**src/rtl/axil_bridge_pkg.sv**
```systemverilog
// Shared types for the APB/AXI4-Lite bridge.
//   state_t  : front-end FSM states
//   grant_t  : last arbitration winner (round-robin between read and write)
//   RESP_*   : AXI response encodings
//   offs_bits: number of byte-offset address bits for a given data width
package axil_bridge_pkg;

  typedef enum logic [2:0] {
    ST_IDLE    = 3'd0,
    ST_RD_REQ  = 3'd1,
    ST_WR_REQ  = 3'd2,
    ST_RD_RESP = 3'd3,
    ST_WR_RESP = 3'd4
  } state_t;

  typedef enum logic {
    GNT_READ  = 1'b0,
    GNT_WRITE = 1'b1
  } grant_t;

  localparam logic [1:0] RESP_OKAY   = 2'b00;
  localparam logic [1:0] RESP_SLVERR = 2'b10;

  function automatic int offs_bits(input int dw);
    return (dw == 64) ? 3 : 2;
  endfunction

endpackage

```
**src/rtl/axil_slave_frontend_if.sv**
```systemverilog
// Bus bundle between an AXI4-Lite master, the slave front end and the APB
// master stage's command port.
//   slave  modport: the front end's view (AXI slave, command requester)
//   master modport: the opposite side (AXI master, command completer)
interface axil_slave_frontend_if #(
  parameter int DATA_W = 32,
  parameter int ADDR_W = 32
);
  localparam int STRB_W = DATA_W / 8;

  logic              awvalid, awready;
  logic [ADDR_W-1:0] awaddr;
  logic [2:0]        awprot;
  logic              wvalid, wready;
  logic [DATA_W-1:0] wdata;
  logic [STRB_W-1:0] wstrb;
  logic              bvalid, bready;
  logic [1:0]        bresp;
  logic              arvalid, arready;
  logic [ADDR_W-1:0] araddr;
  logic [2:0]        arprot;
  logic              rvalid, rready;
  logic [DATA_W-1:0] rdata;
  logic [1:0]        rresp;

  logic              cmd_sel, cmd_write;
  logic [ADDR_W-1:0] cmd_addr;
  logic [2:0]        cmd_prot;
  logic [DATA_W-1:0] cmd_wdata;
  logic [STRB_W-1:0] cmd_strb;
  logic              cmd_ready, cmd_slverr;
  logic [DATA_W-1:0] cmd_rdata;

  modport slave (
    input  awvalid, awaddr, awprot, wvalid, wdata, wstrb, bready,
           arvalid, araddr, arprot, rready, cmd_ready, cmd_rdata, cmd_slverr,
    output awready, wready, bvalid, bresp, arready, rvalid, rdata, rresp,
           cmd_sel, cmd_write, cmd_addr, cmd_prot, cmd_wdata, cmd_strb
  );

  modport master (
    output awvalid, awaddr, awprot, wvalid, wdata, wstrb, bready,
           arvalid, araddr, arprot, rready, cmd_ready, cmd_rdata, cmd_slverr,
    input  awready, wready, bvalid, bresp, arready, rvalid, rdata, rresp,
           cmd_sel, cmd_write, cmd_addr, cmd_prot, cmd_wdata, cmd_strb
  );

endinterface

```
**src/rtl/axil_wr_capture.sv**
```systemverilog
// AW/W capture: independent hold registers for the write address and write
// data channels. Either channel may complete first; wr_pend asserts once both
// are held. A held channel drops its ready and is never overwritten until
// i_clr (write completed) releases both.
// Ports:
//   i_clk, i_rst        clock, async active-high reset
//   i_en                channels may accept (front end idle and out of reset)
//   i_clr               release both holds
//   i_aw*/i_w*          AXI AW and W payload + valid
//   o_awready/o_wready  channel readies
//   o_wr_pend           both channels held
//   o_addr..o_strb      latched write payload
module axil_wr_capture #(
  parameter  int DATA_W = 32,
  parameter  int ADDR_W = 32,
  localparam int STRB_W = DATA_W / 8
) (
  input  logic              i_clk,
  input  logic              i_rst,
  input  logic              i_en,
  input  logic              i_clr,
  input  logic              i_awvalid,
  input  logic [ADDR_W-1:0] i_awaddr,
  input  logic [2:0]        i_awprot,
  input  logic              i_wvalid,
  input  logic [DATA_W-1:0] i_wdata,
  input  logic [STRB_W-1:0] i_wstrb,
  output logic              o_awready,
  output logic              o_wready,
  output logic              o_wr_pend,
  output logic [ADDR_W-1:0] o_addr,
  output logic [2:0]        o_prot,
  output logic [DATA_W-1:0] o_data,
  output logic [STRB_W-1:0] o_strb
);

  logic r_aw_hold, r_w_hold;

  assign o_awready = i_en & ~r_aw_hold;
  assign o_wready  = i_en & ~r_w_hold;
  assign o_wr_pend = r_aw_hold & r_w_hold;

  always_ff @(posedge i_clk or posedge i_rst) begin
    if (i_rst) begin
      r_aw_hold <= 1'b0;
      r_w_hold  <= 1'b0;
      o_addr    <= '0;
      o_prot    <= '0;
      o_data    <= '0;
      o_strb    <= '0;
    end else if (i_clr) begin
      r_aw_hold <= 1'b0;
      r_w_hold  <= 1'b0;
    end else begin
      if (i_awvalid && o_awready) begin
        r_aw_hold <= 1'b1;
        o_addr    <= i_awaddr;
        o_prot    <= i_awprot;
      end
      if (i_wvalid && o_wready) begin
        r_w_hold <= 1'b1;
        o_data   <= i_wdata;
        o_strb   <= i_wstrb;
      end
    end
  end

endmodule

```
**src/rtl/axil_slave_frontend.sv**
```systemverilog
// AXI4-Lite slave front end of the APB/AXI4-Lite bridge. Serialises AXI
// reads and writes into single command requests for the APB master stage,
// one outstanding at a time, and returns the completion as a B or R response.
// Reads and fully-captured writes are granted round-robin.
// Ports:
//   clk, rst  clock, async active-high reset
//   bus       axil_slave_frontend_if.slave: AXI AW/W/B/AR/R channels and the
//             cmd_* request/completion port
// Optional: define AXIL_ALIGN_CHK_EN to answer misaligned addresses with
// SLVERR directly, without issuing a command.
module axil_slave_frontend
  import axil_bridge_pkg::*;
#(
  parameter int dataWidth = 32,
  parameter int addrWidth = 32
) (
  input logic                  clk,
  input logic                  rst,
  axil_slave_frontend_if.slave bus
);

  localparam int STRB_W = dataWidth / 8;

  state_t r_state, w_state_nxt;
  grant_t r_last_grant, w_grant_nxt;

  // Held low for the first cycle after reset so no ready is seen during reset.
  logic r_run;

  logic                 w_idle, w_arready, w_ar_hs, w_wr_pend, w_wr_blocks, w_wr_clr;
  logic                 w_ar_misalign, w_wr_misalign;
  logic [addrWidth-1:0] w_wr_addr;
  logic [2:0]           w_wr_prot;
  logic [dataWidth-1:0] w_wr_data;
  logic [STRB_W-1:0]    w_wr_strb;

  logic                 r_cmd_sel, r_cmd_write;
  logic [addrWidth-1:0] r_cmd_addr;
  logic [2:0]           r_cmd_prot;
  logic [dataWidth-1:0] r_cmd_wdata, r_rdata;
  logic [STRB_W-1:0]    r_cmd_strb;
  logic [1:0]           r_rresp, r_bresp;

  assign w_idle      = (r_state == ST_IDLE) & r_run;
  // A pending write that lost the last round blocks new reads.
  assign w_wr_blocks = w_wr_pend & (r_last_grant == GNT_READ);
  assign w_arready   = w_idle & ~w_wr_blocks;
  assign w_ar_hs     = bus.arvalid & w_arready;

`ifdef AXIL_ALIGN_CHK_EN
  localparam int OFFS_W = offs_bits(dataWidth);
  assign w_ar_misalign = |bus.araddr[OFFS_W-1:0];
  assign w_wr_misalign = |w_wr_addr[OFFS_W-1:0];
`else
  assign w_ar_misalign = 1'b0;
  assign w_wr_misalign = 1'b0;
`endif

  axil_wr_capture #(.DATA_W(dataWidth), .ADDR_W(addrWidth)) u_wr_capture (
    .i_clk     (clk),
    .i_rst     (rst),
    .i_en      (w_idle),
    .i_clr     (w_wr_clr),
    .i_awvalid (bus.awvalid),
    .i_awaddr  (bus.awaddr),
    .i_awprot  (bus.awprot),
    .i_wvalid  (bus.wvalid),
    .i_wdata   (bus.wdata),
    .i_wstrb   (bus.wstrb),
    .o_awready (bus.awready),
    .o_wready  (bus.wready),
    .o_wr_pend (w_wr_pend),
    .o_addr    (w_wr_addr),
    .o_prot    (w_wr_prot),
    .o_data    (w_wr_data),
    .o_strb    (w_wr_strb)
  );

  always_ff @(posedge clk or posedge rst) begin
    if (rst) begin
      r_state      <= ST_IDLE;
      r_last_grant <= GNT_WRITE;
    end else begin
      r_state      <= w_state_nxt;
      r_last_grant <= w_grant_nxt;
    end
  end

  always_comb begin
    w_state_nxt = r_state;
    w_grant_nxt = r_last_grant;
    w_wr_clr    = 1'b0;
    case (r_state)
      ST_IDLE: begin
        if (w_ar_hs) begin
          w_grant_nxt = GNT_READ;
          w_state_nxt = w_ar_misalign ? ST_RD_RESP : ST_RD_REQ;
        end else if (w_wr_pend) begin
          w_grant_nxt = GNT_WRITE;
          if (w_wr_misalign) begin
            w_state_nxt = ST_WR_RESP;
            w_wr_clr    = 1'b1;
          end else begin
            w_state_nxt = ST_WR_REQ;
          end
        end
      end
      ST_RD_REQ:  if (bus.cmd_ready) w_state_nxt = ST_RD_RESP;
      ST_WR_REQ: begin
        if (bus.cmd_ready) begin
          w_state_nxt = ST_WR_RESP;
          w_wr_clr    = 1'b1;
        end
      end
      ST_RD_RESP: if (bus.rready) w_state_nxt = ST_IDLE;
      ST_WR_RESP: if (bus.bready) w_state_nxt = ST_IDLE;
      default:    w_state_nxt = ST_IDLE;
    endcase
  end

  // Command and response registers; cmd fields load once at grant and hold
  // for the whole request.
  always_ff @(posedge clk or posedge rst) begin
    if (rst) begin
      r_run       <= 1'b0;
      r_cmd_sel   <= 1'b0;
      r_cmd_write <= 1'b0;
      r_cmd_addr  <= '0;
      r_cmd_prot  <= '0;
      r_cmd_wdata <= '0;
      r_cmd_strb  <= '0;
      r_rdata     <= '0;
      r_rresp     <= RESP_OKAY;
      r_bresp     <= RESP_OKAY;
    end else begin
      r_run <= 1'b1;
      case (r_state)
        ST_IDLE: begin
          if (w_ar_hs) begin
            if (w_ar_misalign) begin
              r_rdata <= '0;
              r_rresp <= RESP_SLVERR;
            end else begin
              r_cmd_sel   <= 1'b1;
              r_cmd_write <= 1'b0;
              r_cmd_addr  <= bus.araddr;
              r_cmd_prot  <= bus.arprot;
              r_cmd_wdata <= '0;
              r_cmd_strb  <= '0;
            end
          end else if (w_wr_pend) begin
            if (w_wr_misalign) begin
              r_bresp <= RESP_SLVERR;
            end else begin
              r_cmd_sel   <= 1'b1;
              r_cmd_write <= 1'b1;
              r_cmd_addr  <= w_wr_addr;
              r_cmd_prot  <= w_wr_prot;
              r_cmd_wdata <= w_wr_data;
              r_cmd_strb  <= w_wr_strb;
            end
          end
        end
        ST_RD_REQ: begin
          if (bus.cmd_ready) begin
            r_cmd_sel <= 1'b0;
            r_rdata   <= bus.cmd_rdata;
            r_rresp   <= bus.cmd_slverr ? RESP_SLVERR : RESP_OKAY;
          end
        end
        ST_WR_REQ: begin
          if (bus.cmd_ready) begin
            r_cmd_sel <= 1'b0;
            r_bresp   <= bus.cmd_slverr ? RESP_SLVERR : RESP_OKAY;
          end
        end
        default: ;
      endcase
    end
  end

  assign bus.arready   = w_arready;
  assign bus.rvalid    = (r_state == ST_RD_RESP);
  assign bus.bvalid    = (r_state == ST_WR_RESP);
  assign bus.rdata     = r_rdata;
  assign bus.rresp     = r_rresp;
  assign bus.bresp     = r_bresp;
  assign bus.cmd_sel   = r_cmd_sel;
  assign bus.cmd_write = r_cmd_write;
  assign bus.cmd_addr  = r_cmd_addr;
  assign bus.cmd_prot  = r_cmd_prot;
  assign bus.cmd_wdata = r_cmd_wdata;
  assign bus.cmd_strb  = r_cmd_strb;

endmodule

```
**src/flat_wrapper.sv**
```systemverilog
// flat-port wrapper written by rule: the top's interface ports become plain ports
module axil_slave_frontend_flat import axil_bridge_pkg::*;
#(
  parameter int dataWidth = 32,
  parameter int addrWidth = 32
)
  (clk, rst, bus_awvalid, bus_awaddr, bus_awprot, bus_wvalid, bus_wdata, bus_wstrb, bus_bready, bus_arvalid, bus_araddr, bus_arprot, bus_rready, bus_cmd_ready, bus_cmd_rdata, bus_cmd_slverr, bus_awready, bus_wready, bus_bvalid, bus_bresp, bus_arready, bus_rvalid, bus_rdata, bus_rresp, bus_cmd_sel, bus_cmd_write, bus_cmd_addr, bus_cmd_prot, bus_cmd_wdata, bus_cmd_strb);
  axil_slave_frontend_if bus_i ();
  input logic clk;
  input logic rst;
  input wire logic [$bits(bus_i.awvalid)-1:0] bus_awvalid;
  input wire logic [$bits(bus_i.awaddr)-1:0] bus_awaddr;
  input wire logic [$bits(bus_i.awprot)-1:0] bus_awprot;
  input wire logic [$bits(bus_i.wvalid)-1:0] bus_wvalid;
  input wire logic [$bits(bus_i.wdata)-1:0] bus_wdata;
  input wire logic [$bits(bus_i.wstrb)-1:0] bus_wstrb;
  input wire logic [$bits(bus_i.bready)-1:0] bus_bready;
  input wire logic [$bits(bus_i.arvalid)-1:0] bus_arvalid;
  input wire logic [$bits(bus_i.araddr)-1:0] bus_araddr;
  input wire logic [$bits(bus_i.arprot)-1:0] bus_arprot;
  input wire logic [$bits(bus_i.rready)-1:0] bus_rready;
  input wire logic [$bits(bus_i.cmd_ready)-1:0] bus_cmd_ready;
  input wire logic [$bits(bus_i.cmd_rdata)-1:0] bus_cmd_rdata;
  input wire logic [$bits(bus_i.cmd_slverr)-1:0] bus_cmd_slverr;
  output wire logic [$bits(bus_i.awready)-1:0] bus_awready;
  output wire logic [$bits(bus_i.wready)-1:0] bus_wready;
  output wire logic [$bits(bus_i.bvalid)-1:0] bus_bvalid;
  output wire logic [$bits(bus_i.bresp)-1:0] bus_bresp;
  output wire logic [$bits(bus_i.arready)-1:0] bus_arready;
  output wire logic [$bits(bus_i.rvalid)-1:0] bus_rvalid;
  output wire logic [$bits(bus_i.rdata)-1:0] bus_rdata;
  output wire logic [$bits(bus_i.rresp)-1:0] bus_rresp;
  output wire logic [$bits(bus_i.cmd_sel)-1:0] bus_cmd_sel;
  output wire logic [$bits(bus_i.cmd_write)-1:0] bus_cmd_write;
  output wire logic [$bits(bus_i.cmd_addr)-1:0] bus_cmd_addr;
  output wire logic [$bits(bus_i.cmd_prot)-1:0] bus_cmd_prot;
  output wire logic [$bits(bus_i.cmd_wdata)-1:0] bus_cmd_wdata;
  output wire logic [$bits(bus_i.cmd_strb)-1:0] bus_cmd_strb;
  assign bus_i.awvalid = bus_awvalid;
  assign bus_i.awaddr = bus_awaddr;
  assign bus_i.awprot = bus_awprot;
  assign bus_i.wvalid = bus_wvalid;
  assign bus_i.wdata = bus_wdata;
  assign bus_i.wstrb = bus_wstrb;
  assign bus_i.bready = bus_bready;
  assign bus_i.arvalid = bus_arvalid;
  assign bus_i.araddr = bus_araddr;
  assign bus_i.arprot = bus_arprot;
  assign bus_i.rready = bus_rready;
  assign bus_i.cmd_ready = bus_cmd_ready;
  assign bus_i.cmd_rdata = bus_cmd_rdata;
  assign bus_i.cmd_slverr = bus_cmd_slverr;
  assign bus_awready = bus_i.awready;
  assign bus_wready = bus_i.wready;
  assign bus_bvalid = bus_i.bvalid;
  assign bus_bresp = bus_i.bresp;
  assign bus_arready = bus_i.arready;
  assign bus_rvalid = bus_i.rvalid;
  assign bus_rdata = bus_i.rdata;
  assign bus_rresp = bus_i.rresp;
  assign bus_cmd_sel = bus_i.cmd_sel;
  assign bus_cmd_write = bus_i.cmd_write;
  assign bus_cmd_addr = bus_i.cmd_addr;
  assign bus_cmd_prot = bus_i.cmd_prot;
  assign bus_cmd_wdata = bus_i.cmd_wdata;
  assign bus_cmd_strb = bus_i.cmd_strb;
  axil_slave_frontend #(.dataWidth(dataWidth), .addrWidth(addrWidth)) u_core (.clk(clk), .rst(rst), .bus(bus_i));
endmodule
```
**config.mk**
```make
export PLATFORM = sky130hd
export DESIGN_NAME = axil_slave_frontend_flat
export DESIGN_NICKNAME = d
export VERILOG_FILES = /design/src/rtl/axil_bridge_pkg.sv /design/src/rtl/axil_slave_frontend_if.sv /design/src/rtl/axil_wr_capture.sv /design/src/rtl/axil_slave_frontend.sv /design/src/flat_wrapper.sv
export SDC_FILE = /design/constraint.sdc
export NUM_CORES = 1
export LEC_CHECK = 0
export ABC_AREA = 1
export CAP_MARGIN = 0
export CELL_PAD_IN_SITES_DETAIL_PLACEMENT = 0
export CELL_PAD_IN_SITES_GLOBAL_PLACEMENT = 1
export CORE_ASPECT_RATIO = 0.5
export CORE_MARGIN = 3
export CORE_UTILIZATION = 31
export DETAILED_ROUTE_END_ITERATION = 10
export PLACE_DENSITY_LB_ADDON = 0.1
export SLEW_MARGIN = 20
export SYNTH_ARGS = -nofsm -noshare
export SYNTH_HDL_FRONTEND = slang
export SYNTH_SLANG_ARGS = --single-unit
```
**constraint.sdc**
```tcl
create_clock -name clk -period 5.8 [get_ports clk]
set_input_delay 0.58 -clock clk [delete_from_list [all_inputs] [get_ports clk]]
set_output_delay 0.58 -clock clk [all_outputs]
set_load 0.01 [all_outputs]
```
==> key figures, run 1 <==
CTS
  • Postcts setup bufs: 0
  • Root Buffer: clkbuf_16
  • Num CTS Buffers: 17
  • CTS tree: yes
  • Post_cts resized: 0
  • CTS Sinks: 185
  • Cts hold-fix bufs: 0
  • Htree depth: 4
  • Clock Latency Late Sink: 440 ps
  • Clk buf depth: 2
  • Clk pin slew, worst setup/hold paths: 70 ps

Floorplan
  • Core ar.: 24,500 sq um
  • Row count: 40
  • Full die area: 27,600 sq um
  • Die H: 119 um
  • Starting Density: 32.3%
  • Chip width: 232 um
  • I/O Pins: 261

Placement
  • Post-DP HPWL: 15.3 mm
  • Placed Instances: 1,424
  • Port bufs: 258
  • Placer Congestion: 0.759

Layout
  • P&R area growth vs syn: 43.2%
  • Fin cells: 1,457
  • Share of layout cells above drive strength 1: 8.30%
  • Nets: 1,254
  • Reg area: 4630 sq um
  • Area of the multi-input gates: 2910 sq um
  • Post-layout util: 46.2%
  • Filler cells: 2,434

Worst setup path
  • Required time worst endpoint: 5220 ps
  • Crit Path Class: register to primary output
  • Critical Path End Type: primary output
  • Arr. time, crit path: 2890 ps
  • CP startpoint kind: register
  • Flop2flop setup slack: 2820 ps
  • Worst r2r src: u_core.r_state[0]
  • Critical Path Fanout Max: 20
  • Critical path origin: u_core.r_state[0]

Route
  • ANT nets after route: 0
  • Average wire per cell in the routed design: 16.3 um
  • Number of vias per cell: 4.53
  • Drt initial violations: 418
  • Drt pass-1 iters: 4
  • Via Count: 6,597
  • Drt drc: 0
  • Routed WL: 23.7 mm

Synth
  • Largest family of logic cells by synthesized area: simple AND/OR/NAND/NOR gates
  • Cells after synthesis: 876
  • Post-synthesis cell type count: 28
  • Synth Cell Area: 7910 sq um
  • Post-synth EDFFs: 0
  • Post-synthesis compound-gate area fraction: 0.743%
  • Synth area leaders: dfrtp_1 58%, nand2_1 20%, nand3_1 9.2%
  • Post-Synth Adder-Cell Area: 0%
  • Yosys top cell area share: 58.2%
  • Simple-Gate Fraction of Synth Area: 30.7%
  • Sequential fraction of the synthesis area: 58.5%
  • Top-count cell post-synth: nand2_1
  • FFs w/ async S/R, synth: 100%
  • Most used DFF post-synth: dfrtp_1
  • Synth area leader: dfrtp_1
  • Xor and xnor fraction of the mapped netlist area: 0%
  • Yosys warns: 0
  • Most instantiated cells after synthesis: 416 x nand2_1, 184 x dfrtp_1, 146 x nand3_1, 24 x mux2_2, 23 x buf_2
  • Seq cells post-synth: 185
  • Mux share of post-synthesis cell area: 4.93%
  • Post-Syn Area per Cell: 9.03 sq um

GRT
  • Initial antenna violation count: 1
  • Number of global-route vias before repair: 6,653
  • Total gr overflow: 0
  • Largest net degree at the start of global routing: 144
  • All-Layer GR Usage: 17.5%
  • First-pass GRT wire length: 37.9 mm

Timing
  • Fin Clk Skew: 8.85 ps
  • Final setup vio count: 0
  • Final period utilization: 59.8%
  • Final count of hold timing violations: 0
  • Highest clock rate: 288 MHz
  • Final Max Slew Viols: 0
  • RSZ-0062 raised after global routing: no
  • Hold Slack: 466 ps
  • Post-layout min period: 3470 ps
  • Least-Margin Pin Slew: 1020 ps
  • Final TNS setup: 0 ps
  • Worst relative slew slack: 31.5%

Power
  • Pwr/cell area: 488 nW/um^2
  • Leak pwr: 0.00559 uW
  • Total power: 5530 uW
  • Peak supply drop: 0.245 mV

Outcome
  • Status: complete, no violations

Min path
  • HP Class: register to register
  • Hold path start: u_core.r_last_grant

Run
  • MaxCap Viol Count: 0
## placed cells by master, fill, tap and decap left out, types with 5 or more instances in the layout
cell	n
mux2_2	24
dfrtp_1	184
buf_4	9
clkdlybuf4s50_1	257
nand3_1	146
bufinv_16	5
clkbuf_16	17
nand2_1	415
mux2_4	8
inv_1	9
## layer usage
layer  track usage (%)  vias to the layer above  part of all wire, %
met5                 0                        -                    0
met4              4.40                        0                 0.81
met3              3.99                       10                  3.7
met2              28.6                      124                   49
met1              23.6                     3218                   46
li1                  -                     3245                    -
## critical path, stage by stage (launching register included)
cell	delay [ps]
dfrtp_1	470
nor2_4	190
nand3_2	160
nor2_2	660
buf_4	380
clkdlybuf4s50_1	580
## metrics by stage
stage	area, sq um	worst slack [ps]
final	11300	2330
after global routing	11300	2140
after CTS	11300	2280
after detailed placement	10700	2080
after global placement	10700	2110
after floorplan	7920	193
## where the power goes
group,switching (uW),total [uW],leakage [uW],internal [uW]
clock network,528,1310,0.000313,780
logic,1100,2110,0.00292,1010
registers,296,2110,0.00235,1820
total,1920,5530,0.00559,3600
## final cells by class
cell class / count / area share (%)
Multi-Input combinational cell: 623 / 25.7
Clock buffer: 18 / 3.88
Tap cell: 336 / 3.71
Sequential cell: 185 / 40.9
Timing Repair Buffer: 267 / 23.3
Antenna cell: 1 / 0.0221
Inverter: 13 / 0.541
Clock inverter: 14 / 1.92
## cell families (layout without fill, tap and decap cells)
kind of cell    count (synthesis)  after routing
mux                            32             32
compound gates                  7              7
buf+inv                        69            312
other cells                     2              4
flops                         185            185
simple gates                  581            581
## flip-flops by register name (all words and copies together), names as in the netlist, 3 cells and up
| register | flops |
|---|---|
| u_core.u_wr_capture.o_prot | 3 |
| u_core.bus.rdata | 32 |
| u_core.bus.cmd_wdata | 32 |
| u_core.bus.cmd_addr | 32 |
| u_core.r_state | 3 |
| u_core.u_wr_capture.o_strb | 4 |
| u_core.bus.cmd_strb | 4 |
| u_core.u_wr_capture.o_data | 32 |
| u_core.bus.cmd_prot | 3 |
| u_core.u_wr_capture.o_addr | 32 |
## final timing paths
| path | end | cells after the start |
|---|---|---|
| max | bus_wready | 5 |
| min | u_core.r_last_grant | 2 |
| max reg2reg | u_core.bus.cmd_addr[27] | 7 |
| min reg2reg | u_core.r_last_grant | 2 |
| max in group asynchronous | u_core.u_wr_capture.o_data[5] | 3 |
| min in group asynchronous | u_core.bus.cmd_wdata[28] | 2 |
Note: power is estimated with default switching activity, not from simulation.
==> run 2, diff against run 1 <==
==> constraint.sdc (replaced) <==
create_clock -name clk -period 3.05 [get_ports clk]
set_input_delay 0.305 -clock clk [delete_from_list [all_inputs] [get_ports clk]]
set_output_delay 0.305 -clock clk [all_outputs]
set_load 0.01 [all_outputs]
==> run 2 against run 1 <==
Effect of this change: global-route usage increased by 0.38 points; sequential cell count unchanged; clock power rose by 66%; design area down 0.32%; die area unchanged; critical endpoint is now bus_awready; largest power group is now combinational logic; combinational power rose by 92%; wire length rose by 1.1%; critical path depth fell by 1; highest routed layer unchanged.
==> key figures, run 2 (synthesis gave the netlist of run 1 again) <==
Floorplan
  • Row count: 40 (unchanged)
  • Die H: 119 um (unchanged)
  • I/O Pins: 261 (unchanged)
  • Full die area: 27,600 sq um (unchanged)
  • Starting Density: 32.3% (unchanged)
  • Core ar.: 24,500 sq um (unchanged)
  • Chip width: 232 um (unchanged)

Route
  • Average wire per cell in the routed design: 16.4 um (was 16.3 um)
  • Via Count: 6,626 (was 6,597)
  • ANT nets after route: 0 (unchanged)
  • Routed WL: 24.0 mm (was 23.7 mm)
  • Number of vias per cell: 4.53 (about the same)
  • Drt pass-1 iters: 5 (was 4)
  • Drt drc: 0 (unchanged)
  • Drt initial violations: 412 (was 418)

Power
  • Peak supply drop: 0.435 mV (was 0.245 mV)
  • Clock power frac: 21.3% (was 23.7%)
  • Pwr/cell area: 906 nW/um^2 (was 488 nW/um^2)
  • NetSw: 3640 uW (was 1920 uW)
  • Pint: 6590 uW (was 3600 uW)
  • Leak pwr: 0.00557 uW (was 0.00559 uW)
  • Gate power share: 39.6% (was 38.1%)
  • Part of the power in registers: 39.2% (was 38.2%)
  • Total power: 10,200 uW (was 5530 uW)
  • Switching fraction of total power: 35.6% (was 34.8%)

Worst setup path
  • Critical Path End Type: primary output (unchanged)
  • Critical Path Fanout Max: 15 (was 20)
  • CP startpoint kind: register (unchanged)
  • Required time worst endpoint: 2740 ps (was 5220 ps)
  • Crit Path Class: register to primary output (unchanged)
  • Arr. time, crit path: 2220 ps (was 2890 ps)

Layout
  • Filler cells: 2,434 (unchanged)
  • Share of layout cells above drive strength 1: 8.61% (was 8.30%)
  • P&R area growth vs syn: 42.7% (was 43.2%)
  • Nets: 1,260 (was 1,254)
  • Antenna diodes: 0 (was 1)
  • Most common cell after layout, fill and taps aside: nand2_1 (unchanged)
  • Most frequent cells in the layout: 415 x nand2_1, 257 x clkdlybuf4s50_1, 184 x dfrtp_1, 146 x nand3_1, 24 x mux2_2 (unchanged)

CTS
  • Clk pin slew, worst setup/hold paths: 70 ps (about the same)
  • CTS Sinks: 185 (unchanged)
  • Clock Latency Late Sink: 440 ps (about the same)
  • Cts hold-fix bufs: 0 (unchanged)
  • CTS tree: yes (unchanged)
  • Post_cts resized: 0 (unchanged)
  • Htree depth: 4 (unchanged)
  • Num CTS Buffers: 17 (unchanged)
  • Postcts setup bufs: 0 (unchanged)
  • Root Buffer: clkbuf_16 (unchanged)
  • Clk buf depth: 2 (unchanged)

Timing
  • Final count of hold timing violations: 0 (unchanged)
  • RSZ-0062 raised after global routing: no (unchanged)
  • Fin Clk Skew: 11.3 ps (was 8.85 ps)
  • Final setup vio count: 0 (unchanged)
  • Highest clock rate: 395 MHz
  • Worst relative slew slack: 46.6% (was 31.5%)
  • Post-layout min period: 2530 ps
  • Final TNS setup: 0 ps (unchanged)
  • Least-Margin Pin Slew: 798 ps (was 1020 ps)
  • Final Max Slew Viols: 0 (unchanged)
  • Final period utilization: 82.9%

Placement
  • Post-DP HPWL: 15.8 mm (was 15.3 mm)
  • Placer Congestion: 0.790 (was 0.759)
  • Port bufs: 258 (unchanged)

GRT
  • All-Layer GR Usage: 17.9% (was 17.5%)
  • First-pass GRT wire length: 38.4 mm (was 37.9 mm)
  • Initial antenna violation count: 0 (was 1)
  • Number of global-route vias before repair: 6,842 (was 6,653)
  • Largest net degree at the start of global routing: 100 (was 144)
  • Total gr overflow: 0 (unchanged)

Min path
  • HP Class: primary input to async pin (was register to register)

Run
  • MaxCap Viol Count: 0 (unchanged)

Outcome
  • Status: complete, no violations (unchanged)
[run 2: cell count changes in the layout (fill, tap and decap cells not counted), moves of 2 or more]
cell,change
clkinvlp_4,+2
buf_4,+4
buf_12,+2
bufinv_16,-4
clkbuf_1,+2
clkbuf_8,+2
[run 2: area by class of cell]
cell class / instances / area [sq um] / share of cell area, %
timing repair buffer: 273 / 2720 / 24.0
tap: 336 / 420 / 3.72
multi-input combinational: 623 / 2910 / 25.8
inverter: 13 / 52.6 / 0.465
clock buffer: 22 / 474 / 4.20
sequential: 185 / 4630 / 41.0
clock inverter: 10 / 92.6 / 0.820
[run 2: stage by stage]
| step | cells | hold WS (ps) | utilization, % | area [sq um] | worst slack (ps) |
|---|---|---|---|---|---|
| floorplan | 877 | 442 | - | 7920 | 367 |
| CTS | 1462 | 392 | 46.1 | 11300 | 468 |
| global placement | 1430 | 453 | 43.7 | 10700 | 974 |
| detailed placement | 1430 | 458 | 43.7 | 10700 | 934 |
| global route | 1462 | 410 | 46.1 | 11300 | 340 |
| finish | 1462 | 416 | 46.1 | 11300 | 520 |
[run 2: path summary, 6_finish.rpt]
kind                                     startpoint                              to  slack, ps  cells after the start
max in group asynchronous                       rst          u_core.bus.cmd_addr[3]       2160                      3
min in group clk                      bus_wdata[14]  u_core.u_wr_capture.o_data[14]        420                      3
min reg2reg                u_core.bus.cmd_wdata[22]        u_core.bus.cmd_wdata[22]        470                      2
max reg2reg                       u_core.r_state[0]   u_core.u_wr_capture.o_addr[5]        960                      6
max                               u_core.r_state[0]                     bus_awready        520                      4
min                                             rst   u_core.u_wr_capture.r_aw_hold        420                      3
[run 2: power groups by stage]
stage | sequential (uW) | combinational, uW | clock (uW)
global placement | 4030 | 4090 | 0
floorplan | 4210 | 2070 | 0
finish | 4010 | 4050 | 2170
CTS | 4010 | 4140 | 2260
detailed placement | 4050 | 4130 | 0
global route | 4140 | 4520 | 2380
[run 2: worst max-delay path, cell delays in order, from the launching register on]
cell             delay [ps]
dfrtp_1                 460
nor2_4                  190
nand3_2                 170
nor2_4                  350
clkdlybuf4s50_1         620
[run 2: routing by layer]
metal	track usage (%)	vias to the layer above	routed length (um)
met2	29.1	116	11700
met4	4.98	0	219
li1	-	3264	-
met3	3.73	15	871
met1	24.2	3231	11100
met5	0	-	0
